File: src/rtl/pipeline_ctrl.sv
// Pipeline hazard controller for the fetch/decode/execute core: arbitrates redirects
// against stall requests, drives PC / IF-ID / ID-EX controls and keeps event counters.
//
// state | meaning
// RUN   | normal issue; a redirect beats a stall request
// FLUSH | post-redirect bubbles, flush_cnt counts the remaining ones
// HOLD  | pipeline frozen while a multi-cycle resource holds it
module pipeline_ctrl #(
    parameter int unsigned FLUSH_CYCLES = 1
) (
    input  logic        clk,
    input  logic        rst_n,
    input  logic        jump_en_in,
    input  logic [31:0] jump_addr_in,
    input  logic        hold_req_in,
    input  logic        cnt_clr,
    output logic        pc_jump_en,
    output logic [31:0] pc_jump_addr,
    output logic        pc_hold,
    output logic        ifid_hold,
    output logic        ifid_flush,
    output logic        idex_flush,
    output logic [31:0] redirect_cnt,
    output logic [31:0] stall_cnt
);

    typedef enum logic [1:0] {RUN, FLUSH, HOLD} state_t;

    localparam logic [3:0] FLUSH_INIT = 4'(FLUSH_CYCLES - 1);

    state_t     state, state_nxt;
    logic [3:0] flush_cnt, flush_cnt_nxt;
    logic       jump_c, pc_hold_c, ifid_hold_c, ifid_flush_c, idex_flush_c;

    always_ff @(posedge clk or negedge rst_n) begin
        if (!rst_n) begin
            state     <= RUN;
            flush_cnt <= 4'd0;
        end else begin
            state     <= state_nxt;
            flush_cnt <= flush_cnt_nxt;
        end
    end

    always_comb begin
        state_nxt     = state;
        flush_cnt_nxt = flush_cnt;
        jump_c        = 1'b0;
        pc_hold_c     = 1'b0;
        ifid_hold_c   = 1'b0;
        ifid_flush_c  = 1'b0;
        idex_flush_c  = 1'b0;
        case (state)
            RUN: begin
                if (jump_en_in) begin
                    jump_c       = 1'b1;
                    ifid_flush_c = 1'b1;
                    idex_flush_c = 1'b1;
                    if (FLUSH_CYCLES > 1) begin
                        state_nxt     = FLUSH;
                        flush_cnt_nxt = FLUSH_INIT;
                    end
                end else if (hold_req_in) begin
                    pc_hold_c    = 1'b1;
                    ifid_hold_c  = 1'b1;
                    idex_flush_c = 1'b1;
                    state_nxt    = HOLD;
                end
            end
            FLUSH: begin
                // EX already holds a bubble, so a jump request here is stale
                ifid_flush_c  = 1'b1;
                idex_flush_c  = 1'b1;
                pc_hold_c     = hold_req_in;
                flush_cnt_nxt = flush_cnt - 4'd1;
                if (flush_cnt <= 4'd1) begin
                    state_nxt = hold_req_in ? HOLD : RUN;
                end
            end
            HOLD: begin
                if (hold_req_in) begin
                    pc_hold_c    = 1'b1;
                    ifid_hold_c  = 1'b1;
                    idex_flush_c = 1'b1;
                end else begin
                    state_nxt = RUN;
                end
            end
            default: state_nxt = RUN;
        endcase
    end

    // Controls are masked during reset so nothing leaks out while rst_n is low.
    assign pc_jump_en   = rst_n & jump_c;
    assign pc_hold      = rst_n & pc_hold_c;
    assign ifid_hold    = rst_n & ifid_hold_c;
    assign ifid_flush   = rst_n & ifid_flush_c;
    assign idex_flush   = rst_n & idex_flush_c;
    assign pc_jump_addr = pc_jump_en ? jump_addr_in : 32'd0;

    always_ff @(posedge clk or negedge rst_n) begin
        if (!rst_n) begin
            redirect_cnt <= 32'd0;
            stall_cnt    <= 32'd0;
        end else if (cnt_clr) begin
            redirect_cnt <= 32'd0;
            stall_cnt    <= 32'd0;
        end else begin
            if (pc_jump_en) redirect_cnt <= redirect_cnt + 32'd1;
            if (pc_hold)    stall_cnt    <= stall_cnt + 32'd1;
        end
    end

endmodule

File: config.mk
export PLATFORM = sky130hd
export DESIGN_NAME = pipeline_ctrl
export DESIGN_NICKNAME = d
export VERILOG_FILES = /design/src/rtl/pipeline_ctrl.sv
export SDC_FILE = /design/constraint.sdc
export NUM_CORES = 1
export LEC_CHECK = 0
export ABC_AREA = 1
export CORE_ASPECT_RATIO = 0.6
export CORE_UTILIZATION = 52
export CTS_BUF_LIST = sky130_fd_sc_hd__clkbuf_2 sky130_fd_sc_hd__clkbuf_4 sky130_fd_sc_hd__clkbuf_8
export CTS_CLUSTER_DIAMETER = 50
export CTS_CLUSTER_SIZE = 8
export DETAILED_ROUTE_END_ITERATION = 12
export PLACE_DENSITY = 0.87
export SLEW_MARGIN = 20
export SYNTH_ARGS = -nofsm -noshare
export SYNTH_HDL_FRONTEND = slang
export SYNTH_SLANG_ARGS = --single-unit
export TNS_END_PERCENT = 10
File: constraint.sdc
create_clock -name clk -period 4.5 [get_ports clk]
set_input_delay 0.9 -clock clk [delete_from_list [all_inputs] [get_ports clk]]
set_output_delay 0.9 -clock clk [all_outputs]
set_load 0.005 [all_outputs]
Yosys cells after proc, flatten, opt, wreduce, memory -nomap -nowiden

Index checks and enable logic that the tools add are counted.

Add/subtract/negate cells: 3
$lt $le $gt $ge: 1
Equal/unequal tests: 6
Multiplexer cells: 20
Bitwise gates (word level): 5
Reductions and logical operators: 4

Operator list:

| cell                    | number |
|---|---|
| $mux W32                | 5 |
| $add A32 B1 Y32 const B | 2 |
| $mux W2                 | 5 |
| $ne A2 B2 Y1 const B    | 4 |
| $pmux W1 S3             | 2 |
| $pmux W2 S3             | 1 |
| $and A1 B1 Y1           | 5 |
| $mux W1                 | 5 |
| $le A4 B1 Y1 const B    | 1 |
| $pmux W1 S2             | 2 |
| $reduce_and A4 Y1       | 1 |
| $reduce_bool A2 Y1      | 2 |
| $sub A4 B1 Y4 const B   | 1 |
| $eq A2 B1 Y1 const B    | 1 |
| $eq A2 B2 Y1 const B    | 1 |
| $logic_not A2 Y1        | 1 |

Flip-flop bits (word level): 70

Depth between registers and ports, before layout

Gate-level depths: netlist of run 1.

Word-level depth: 6
Depth in mapped cells: 9
Mapped depth without buffers: 9

Least setup slack after synthesis of run 1

OpenSTA, ideal clock, no wires.

Path kind: input -> output
Start point: input port rst_n
End point: output port idex_flush
Arrival: 1.581 ns
Data required time: 3.600 ns
Path slack: 2.019 ns
Stages on the path: 4
Cells stage by stage: nand3_4 buf_2 buf_1 nand2_1

Word-level cells in the longest chain between the ends: 1

Ends and longest elaborated chain:

| what          | RTL line | RTL |
|---|---|---|
| from (decl)   | 12       | `input logic rst_n,` |
| $and A1 B1 Y1 | 98       | `assign idex_flush = rst_n & idex_flush_c;` |
| to (decl)     | 22       | `output logic idex_flush,` |

Every way passes these cells.

Final worst setup path of run 1

Start point: input port jump_en_in
End point: output port ifid_flush

Word-level cells in the longest chain between the ends: 3

Ends and longest elaborated chain:

| what          | RTL line | RTL |
|---|---|---|
| from (decl)   | 13       | `input logic jump_en_in,` |
| $mux W1       | 55       | `if (jump_en_in) begin` |
| $pmux W1 S2   | 53       | `case (state)` |
| $and A1 B1 Y1 | 97       | `assign ifid_flush = rst_n & ifid_flush_c;` |
| to (decl)     | 21       | `output logic ifid_flush,` |

Every way passes these cells.

==> flow_summary.json, run 1 <==
{
  "routed-wl-met2_mm": 6.201,
  "routed_wl_mm": 13.90,
  "wl_met3_mm": 1.577,
  "worstSkewPairLatency_ns": 0.36,
  "placed_cell_area_um2": 5613,
  "path_cells": "clkdlybuf4s50_1 > nand3_4 > inv_2 > clkdlybuf4s50_1",
  "post-dp-hpwl_mm": 10.61,
  "rsz0062_at_grt": "no",
  "core-area_um2": 7507,
  "nets": 822,
  "syn_inst": 646,
  "grt.total_usage": 0.3422,
  "synth-async-reset-ratio": 1.000,
  "holdPathStages": 1,
  "place_ws_ns": 0.8356,
  "worstMarginPinSlew_ns": 0.8441,
  "synth_cell_type_count": 34,
  "layout_setup_ws_ns": 0.8162,
  "ys.flop_type": "dfrtp_1",
  "fin_crit_sh": 0.8186,
  "crit_path_frequent_cell": "clkdlybuf4s50_1",
  "h-tree-depth": 3,
  "worstSetupPathType": "input pin to output port",
  "cts_root_buffer": "clkbuf_8",
  "finalInstanceArea_um2": 5794,
  "cts_tree": "done",
  "grt_pass1_vias": 4402,
  "yosysWarningCount": 0,
  "slew_violations": 0,
  "wl_met1_mm": 5.729,
  "grt_overflow": 0,
  "final_cell_mix": "162 x nor2_1, 147 x nand2_1, 136 x clkdlybuf4s50_1",
  "routedWlPerCell_um": 15.58,
  "cp.arrival_ns": 2.78,
  "synth_edf_count": 0,
  "startpoint_type": "input pin",
  "cts.repair.resized": 0,
  "multi_input_area_um2": 2085,
  "syn_area_um2": 4165,
  "grt_start_max_net_pins": 66,
  "synth.yosys.seq_area_share": 0.3905,
  "slew_headroom": 0.4373,
  "cts_setup_buffers": 0,
  "drtIter0Drc": 442,
  "antenna_found_initial": 0,
  "ys_ff_latch": 65,
  "path_max_fanout": 40,
  "fp.dieH_um": 71.33,
  "status": "complete, no violations",
  "gp_congestion": 0.9066,
  "port_buffers": 137,
  "via_count": 4777,
  "area_delta_synth_final_pct": 39.11,
  "finalHoldViolCount": 0,
  "cts_inserted_buffers": 9,
  "timing.fmax_ghz": 0.2715,
  "synth_fp_nets": 685,
  "power.leakage_nw": 2.613,
  "max_cap_violations": 0,
  "cp.required_ns": 3.60,
  "rows": 24,
  "irDropWorstVdd_v": 0.0001823,
  "initial_core_util": 0.5548,
  "path_clk_slew_ns": 0.07,
  "io_pins": 138,
  "cp_slowest_cell": "clkdlybuf4s50_1",
  "die_area_um2": 8384,
  "finalSetupViolations": 0,
  "fp.dieW_um": 117.5,
  "reg2reg_depth": 8,
  "final_common_cell": "nor2_1",
  "n_antenna_cell": 0,
  "p_per_area_nw_per_um2": 206.0,
  "viasPerCell": 5.355,
  "avgSynthCellArea_um2": 6.448,
  "utilization": 0.7718,
  "instances_no_fill": 892,
  "hp-class": "register to register",
  "highest_layer": "met4",
  "skew_ns": 0.006888,
  "critPathCaptureType": "output port",
  "drc": 0,
  "grt_pass1_wl_mm": 22.13,
  "cts.sinks": 65,
  "fill_cells": 580,
  "cpPeakStageDelay_ns": 0.63,
  "firstDrtPassIters": 5,
  "drtAntennaViolNets": 0,
  "min_period_ns": 3.684,
  "fin_tns_setup_ns": 0,
  "drive_gt1_frac": 0.05076,
  "holdBufCountCts": 0,
  "register_area_um2": 1627,
  "cts_max_path_buffers": 2,
  "place_inst": 876
}
-- final timing paths --
check / slack, ns / endpoint / from
min in group asynchronous: 0.80 / stall_cnt[0] / rst_n
min reg2reg: 0.54 / redirect_cnt[12] / redirect_cnt[12]
max: 0.82 / ifid_flush / jump_en_in
max reg2reg: 2.48 / redirect_cnt[27] / state[1]
min: 0.54 / redirect_cnt[12] / redirect_cnt[12]
max in group asynchronous: 3.13 / redirect_cnt[17] / rst_n
-- metrics by stage --
step | power [mW] | hold slack, ns
after floorplan | 0.6455 | 0.4955
after global placement | 0.7257 | 0.5073
after detailed placement | 0.7300 | 0.5204
after CTS | 1.195 | 0.5303
after global routing | 1.232 | 0.5619
final | 1.194 | 0.5368
-- synth_stat cells, drive strengths merged (2+ instances only) --
cell type	count	share of area
a211oi	2	0.0036
a21oi	37	0.047
and2	2	0.0030
buf	10	0.013
clkbuf	3	0.0027
dfrtp	65	0.39
ha	2	0.0060
inv	103	0.093
nand2	151	0.14
nand3	56	0.073
nand4	6	0.0090
nor2	174	0.17
nor3	4	0.0048
nor3b	3	0.0054
o21ai	19	0.023
-- area by class of cell --
cell class	count	share of cell area
Multi-Input combinational cell	464	0.3597
Tap cell	104	0.02246
Timing Repair Buffer	139	0.2384
Clock buffer	13	0.02872
Inverter	104	0.06737
Clock inverter	3	0.002591
Sequential cell	65	0.2807
-- logic make-up after synthesis --
family | share of synthesized area
compound gates | 0.08111
xor+xnor | 0.002103
fa+ha+maj | 0.006007
buf+inv | 0.1090
flops | 0.3905
simple gates | 0.4112
-- where the power goes --
| group | total [mW] | switching [mW] | internal, mW |
|---|---|---|---|
| Combinational | 0.129 | 0.0643 | 0.0643 |
| Clock | 0.475 | 0.235 | 0.240 |
| Sequential | 0.590 | 0.00338 | 0.587 |
| Total | 1.19 | 0.303 | 0.891 |
-- state kept, by name (all words and copies together) (netlist names) --
signal,flops
redirect_cnt,32
state,1
stall_cnt,32
-- layer usage --
metal | global-route usage | up-vias
li1 | - | 2272
met1 | 0.4448 | 2181
met2 | 0.5378 | 290
met3 | 0.1027 | 34
met4 | 0.1467 | 0
met5 | 0 | -
-- worst max-delay path, delay by kind of cell --
| kind | cells | cell delay, ns |
|---|---|---|
| buffers and inverters | 3 | 1.46 |
| AND/OR/NAND/NOR | 1 | 0.41 |
Power figures use the tool's default switching activity.
==> inputs of run 2 (changes only) <==
--- a/config.mk
+++ b/config.mk
@@ -7,12 +7,12 @@
 export LEC_CHECK = 0
 export ABC_AREA = 1
 export CORE_ASPECT_RATIO = 0.6
-export CORE_UTILIZATION = 52
+export CORE_UTILIZATION = 48
 export CTS_BUF_LIST = sky130_fd_sc_hd__clkbuf_2 sky130_fd_sc_hd__clkbuf_4 sky130_fd_sc_hd__clkbuf_8
 export CTS_CLUSTER_DIAMETER = 50
 export CTS_CLUSTER_SIZE = 8
 export DETAILED_ROUTE_END_ITERATION = 12
-export PLACE_DENSITY = 0.87
+export PLACE_DENSITY = 0.81
 export SLEW_MARGIN = 20
 export SYNTH_ARGS = -nofsm -noshare
 export SYNTH_HDL_FRONTEND = slang
==> constraint.sdc (replaced) <==
create_clock -name clk -period 3.5 [get_ports clk]
set_input_delay 0.7 -clock clk [delete_from_list [all_inputs] [get_ports clk]]
set_output_delay 0.7 -clock clk [all_outputs]
set_load 0.005 [all_outputs]
==> flow_summary.json, run 2 (synthesis gave the netlist of run 1 again) <==
{
  "rows": 25,
  "largestRegisters": "redirect_cnt: 32 flops, stall_cnt: 32 flops, state: 1 flops",
  "viasPerCell": 5.260,
  "worstMarginPinSlew_ns": 0.8405,
  "fin_crit_sh": 0.9057,
  "instances_no_fill": 897,
  "power.leakage_nw": 2.629,
  "reg2reg_depth": 10,
  "finalSetupViolations": 0,
  "worstSkewPairLatency_ns": 0.35,
  "min_to": "stall_cnt[0]",
  "h-tree-depth": 3,
  "p_comb_frac": 0.104,
  "routedWlPerCell_um": 15.10,
  "pwr-share-clk": 0.416,
  "holdPathStages": 1,
  "firstDrtPassIters": 5,
  "max_cap_violations": 0,
  "path_clk_slew_ns": 0.07,
  "whs_ns": 0.5452,
  "grt_pass1_vias": 4138,
  "reg2reg_from": "state[1]",
  "grt_overflow": 0,
  "drc": 0,
  "cts_tree": "done",
  "io_pins": 138,
  "reg2reg_to": "redirect_cnt[18]",
  "min_from": "stall_cnt[0]",
  "cts.sinks": 65,
  "gp_congestion": 0.9475,
  "cts_root_buffer": "clkbuf_8",
  "cellInternalPower_mw": 1.209,
  "drtAntennaViolNets": 0,
  "final_common_cell": "nor2_1",
  "path_max_fanout": 35,
  "place_inst": 882,
  "fin_tns_setup_ns": 0,
  "critPathCaptureType": "output port",
  "port_buffers": 137,
  "slew_violations": 0,
  "routed_wl_mm": 13.55,
  "power_mw": 1.580,
  "nets": 824,
  "drive_gt1_frac": 0.05196,
  "place_ws_ns": 0.3241,
  "hp-class": "register to register",
  "timing.fmax_ghz": 0.3155,
  "grt_start_max_net_pins": 66,
  "fp.dieH_um": 74.16,
  "cts_max_path_buffers": 2,
  "rsz0062_at_grt": "no",
  "p_per_area_nw_per_um2": 270.9,
  "worstSetupPathType": "input pin to output port",
  "placed_cell_area_um2": 5633,
  "cts_inserted_buffers": 9,
  "grt_pass1_wl_mm": 20.93,
  "cp.arrival_ns": 2.47,
  "antenna_found_initial": 0,
  "cp.required_ns": 2.80,
  "post-dp-hpwl_mm": 10.37,
  "n_antenna_cell": 0,
  "min_period_ns": 3.170,
  "layout_setup_ws_ns": 0.3301,
  "die_area_um2": 9066,
  "holdBufCountCts": 0,
  "core-area_um2": 8133,
  "final_cell_mix": "162 x nor2_1, 147 x nand2_1, 136 x clkdlybuf4s50_1",
  "fp.dieW_um": 122.3,
  "drtIter0Drc": 409,
  "power_switching_uw": 371.0,
  "cts_setup_buffers": 0,
  "irDropWorstVdd_v": 0.0002945,
  "finalInstanceArea_um2": 5832,
  "switching_share": 0.2349,
  "area_delta_synth_final_pct": 40.01,
  "via_count": 4718,
  "r2r_slack_ns": 1.44,
  "slew_headroom": 0.4396,
  "utilization": 0.7171,
  "initial_core_util": 0.5122,
  "status": "complete, no violations",
  "grt.total_usage": 0.3070,
  "p_seq_frac": 0.480,
  "finalHoldViolCount": 0,
  "startpoint_type": "input pin",
  "cts.repair.resized": 0,
  "skew_ns": 0.006172
}
## run 2: power by group through the flow
stage | Combinational (mW) | Sequential [mW] | Clock, mW
2_1_floorplan | 0.0571 | 0.773 | 0
3_3_place_gp | 0.163 | 0.773 | 0
3_5_place_dp | 0.166 | 0.773 | 0
4_1_cts | 0.167 | 0.759 | 0.669
5_1_grt | 0.182 | 0.759 | 0.697
6_report | 0.164 | 0.759 | 0.656
## run 2: layout make-up
cell class,instances,area (µm²)
Fill cell,654,2301
Multi-Input combinational cell,464,2085
Sequential cell,65,1627
Timing Repair Buffer,141,1396
Inverter,104,390.4
Clock buffer,12,158.9
Tap cell,108,135.1
Clock inverter,3,40.04
## run 2: worst max-delay path: stages
cell and delay, ns:
clkdlybuf4s50_1 0.62, nand3_4 0.34, inv_2 0.26, clkdlybuf4s50_1 0.53
## run 2: routing by layer
metal	global-route usage	wire (µm)	vias up
met5	0	0	-
met4	0.06504	115	0
met3	0.08666	1512	15
met2	0.4757	5942	255
met1	0.4304	5974	2176
li1	-	-	2272
## run 2: worst max path at each step
| stage | startpoint | endpoint | slack (ns) | cells after the start |
|---|---|---|---|---|
| floorplan | rst_n | idex_flush | 1.42 | 4 |
| global placement | jump_en_in | pc_jump_en | 0.41 | 4 |
| detailed placement | jump_en_in | ifid_flush | 0.32 | 4 |
| CTS | jump_en_in | ifid_flush | 0.32 | 4 |
| global route | jump_en_in | pc_jump_en | 0.25 | 4 |
| finish | jump_en_in | ifid_flush | 0.33 | 4 |
==> inputs of run 3 (changes only) <==
--- a/config.mk
+++ b/config.mk
@@ -5,14 +5,13 @@
 export SDC_FILE = /design/constraint.sdc
 export NUM_CORES = 1
 export LEC_CHECK = 0
-export ABC_AREA = 1
 export CORE_ASPECT_RATIO = 0.6
-export CORE_UTILIZATION = 48
+export CORE_UTILIZATION = 47
 export CTS_BUF_LIST = sky130_fd_sc_hd__clkbuf_2 sky130_fd_sc_hd__clkbuf_4 sky130_fd_sc_hd__clkbuf_8
 export CTS_CLUSTER_DIAMETER = 50
 export CTS_CLUSTER_SIZE = 8
 export DETAILED_ROUTE_END_ITERATION = 12
-export PLACE_DENSITY = 0.81
+export PLACE_DENSITY = 0.82
 export SLEW_MARGIN = 20
 export SYNTH_ARGS = -nofsm -noshare
 export SYNTH_HDL_FRONTEND = slang
==> flow_summary.json, run 3 <==
{
  "status": "complete, no violations",
  "io_pins": 138,
  "cp.required_ns": 2.80,
  "fp.dieH_um": 71.97,
  "synth_fp_nets": 461,
  "synth-async-reset-ratio": 1.000,
  "grt_pass1_vias": 3658,
  "drc": 0,
  "worstSkewPairLatency_ns": 0.33,
  "drive_gt1_frac": 0.07804,
  "synth_edf_count": 0,
  "cts.repair.resized": 0,
  "post-dp-hpwl_mm": 8.002,
  "place_inst": 643,
  "h-tree-depth": 3,
  "grt_busiest_layer": "met2",
  "use_met3": 0.07154,
  "power.leakage_nw": 2.042,
  "initial_core_util": 0.4865,
  "gp_congestion": 0.8417,
  "yosysWarningCount": 0,
  "grt_pass1_wl_mm": 18.27,
  "grt_start_max_net_pins": 64,
  "drtIter0Drc": 260,
  "n_antenna_cell": 0,
  "critPathCaptureType": "output port",
  "syn_inst": 422,
  "viasPerCell": 5.756,
  "cts_inserted_buffers": 9,
  "cts_setup_buffers": 0,
  "worstSetupPathType": "input pin to output port",
  "path_max_fanout": 35,
  "min_period_ns": 3.343,
  "routedWlPerCell_um": 16.92,
  "max_cap_violations": 0,
  "cts.sinks": 65,
  "grt.total_usage": 0.2703,
  "whs_ns": 0.1855,
  "p_per_area_nw_per_um2": 285.3,
  "fin_tns_setup_ns": 0,
  "final_common_cell": "clkdlybuf4s50_1",
  "cts_root_buffer": "clkbuf_8",
  "slew_headroom": 0.4015,
  "hp-class": "input pin to asynchronous set/reset pin",
  "holdBufCountCts": 0,
  "rows": 25,
  "via_count": 3793,
  "met1_usage": 0.3955,
  "cp.arrival_ns": 2.64,
  "grt_overflow": 0,
  "syn_area_um2": 3835,
  "ys.flop_type": "dfrtp_1",
  "timing.fmax_ghz": 0.2992,
  "synth_common_cells": "65 x dfrtp_1, 36 x and2_1, 33 x a21oi_1",
  "core-area_um2": 7883,
  "worstMarginPinSlew_ns": 0.8978,
  "layout_setup_ws_ns": 0.1574,
  "cts_tree": "done",
  "skew_ns": 0.009155,
  "antenna_found_initial": 1,
  "die_area_um2": 8537,
  "finalSetupViolations": 0,
  "synth_cell_type_count": 37,
  "nets": 585,
  "routed_wl_mm": 11.15,
  "instances_no_fill": 659,
  "finalInstanceArea_um2": 5428,
  "ys_ff_latch": 65,
  "synth_area_leaders": "dfrtp_1 42%, and2_1 5.9%, or4_1 4.7%",
  "place_ws_ns": 0.02264,
  "final_cell_mix": "135 x clkdlybuf4s50_1, 65 x dfrtp_1, 36 x and2_1",
  "finalHoldViolCount": 0,
  "synth_top_area_cell": "dfrtp_1",
  "grtUsageMet2": 0.3990,
  "path_clk_slew_ns": 0.07,
  "slew_violations": 0,
  "synth_top_area_frac": 0.4241,
  "fp.dieW_um": 118.6,
  "fin_crit_sh": 0.9550,
  "largestRegisters": "redirect_cnt: 32 flops, stall_cnt: 32 flops, state: 1 flops",
  "rsz0062_at_grt": "no",
  "synth.most_common_cell": "dfrtp_1",
  "cts_max_path_buffers": 2,
  "startpoint_type": "input pin",
  "irDropWorstVdd_v": 0.0002106,
  "avgSynthCellArea_um2": 9.088,
  "area_delta_synth_final_pct": 41.53,
  "placed_cell_area_um2": 5226,
  "drtAntennaViolNets": 0,
  "port_buffers": 137,
  "synth.yosys.seq_area_share": 0.4241,
  "reg2reg_depth": 7,
  "firstDrtPassIters": 6
}
run 3: changes by cell type after synthesis, sizes merged, moves of 14 or more:
cell / previous run / this run
nor2: 174 / 32
inv: 103 / 9
and2: 2 / 36
or4: 0 / 24
nand2: 151 / 24
nand3: 56 / 19
clkbuf: 3 / 20
nor4: 1 / 19
o31ai: 0 / 23
nor2b: 0 / 17
nand4: 6 / 20
mux2: 0 / 15
run 3: where the power goes:
group,total [mW],internal (mW),switching [mW]
Sequential,0.758,0.754,0.00420
Clock,0.648,0.371,0.277
Combinational,0.142,0.0799,0.0626
Total,1.55,1.20,0.344
run 3: critical path, cell delays in order:
cell,delay (ns)
clkdlybuf4s50_1,0.50
nor2b_4,0.28
nand2_1,0.15
clkinv_2,0.29
and2_1,0.19
clkdlybuf4s50_1,0.52
run 3: layout make-up:
cell class	count	area [µm²]
flip-flops and latches	65	1627
repair buffers	142	1399
multi-input cells	319	2032
clock inverters	3	40.04
fillers	625	2455
well taps	108	135.1
clock buffers	13	160.2
inverters	9	35.03
run 3: layer usage:
metal / wire [µm] / share of wire
met1: 5383 / 0.48
met2: 4871 / 0.44
met3: 761 / 0.068
met4: 123 / 0.011
met5: 13 / 0.0012
run 3: through the flow:
stage / total power [mW] / util
final: 1.549 / 0.6886
after global routing: 1.604 / 0.6886
after CTS: 1.560 / 0.6884
after detailed placement: 0.9158 / 0.6630
after global placement: 0.9136 / 0.6630
after floorplan: 0.8181 / -
run 3: cells by family after synthesis:
family | synth area share
AND/OR/NAND/NOR | 0.3429
XOR/XNOR | 0.03654
multiplexers | 0.04405
AO/OA/AOI/OAI | 0.09984
adder cells (fa/ha/maj) | 0.006524
buffers and inverters | 0.04600
flip-flops | 0.4241
run 3: final timing paths:
| check | start | endpoint | slack [ns] |
|---|---|---|---|
| worst max-delay path | jump_en_in | pc_jump_addr[24] | 0.16 |
| worst min-delay path | rst_n | state[1] | 0.19 |
| worst max register to register | state[1] | redirect_cnt[20] | 0.94 |
| worst min register to register | redirect_cnt[29] | redirect_cnt[29] | 0.59 |
| max in group asynchronous | rst_n | redirect_cnt[13] | 2.26 |
| min in group clk | redirect_cnt[29] | redirect_cnt[29] | 0.59 |
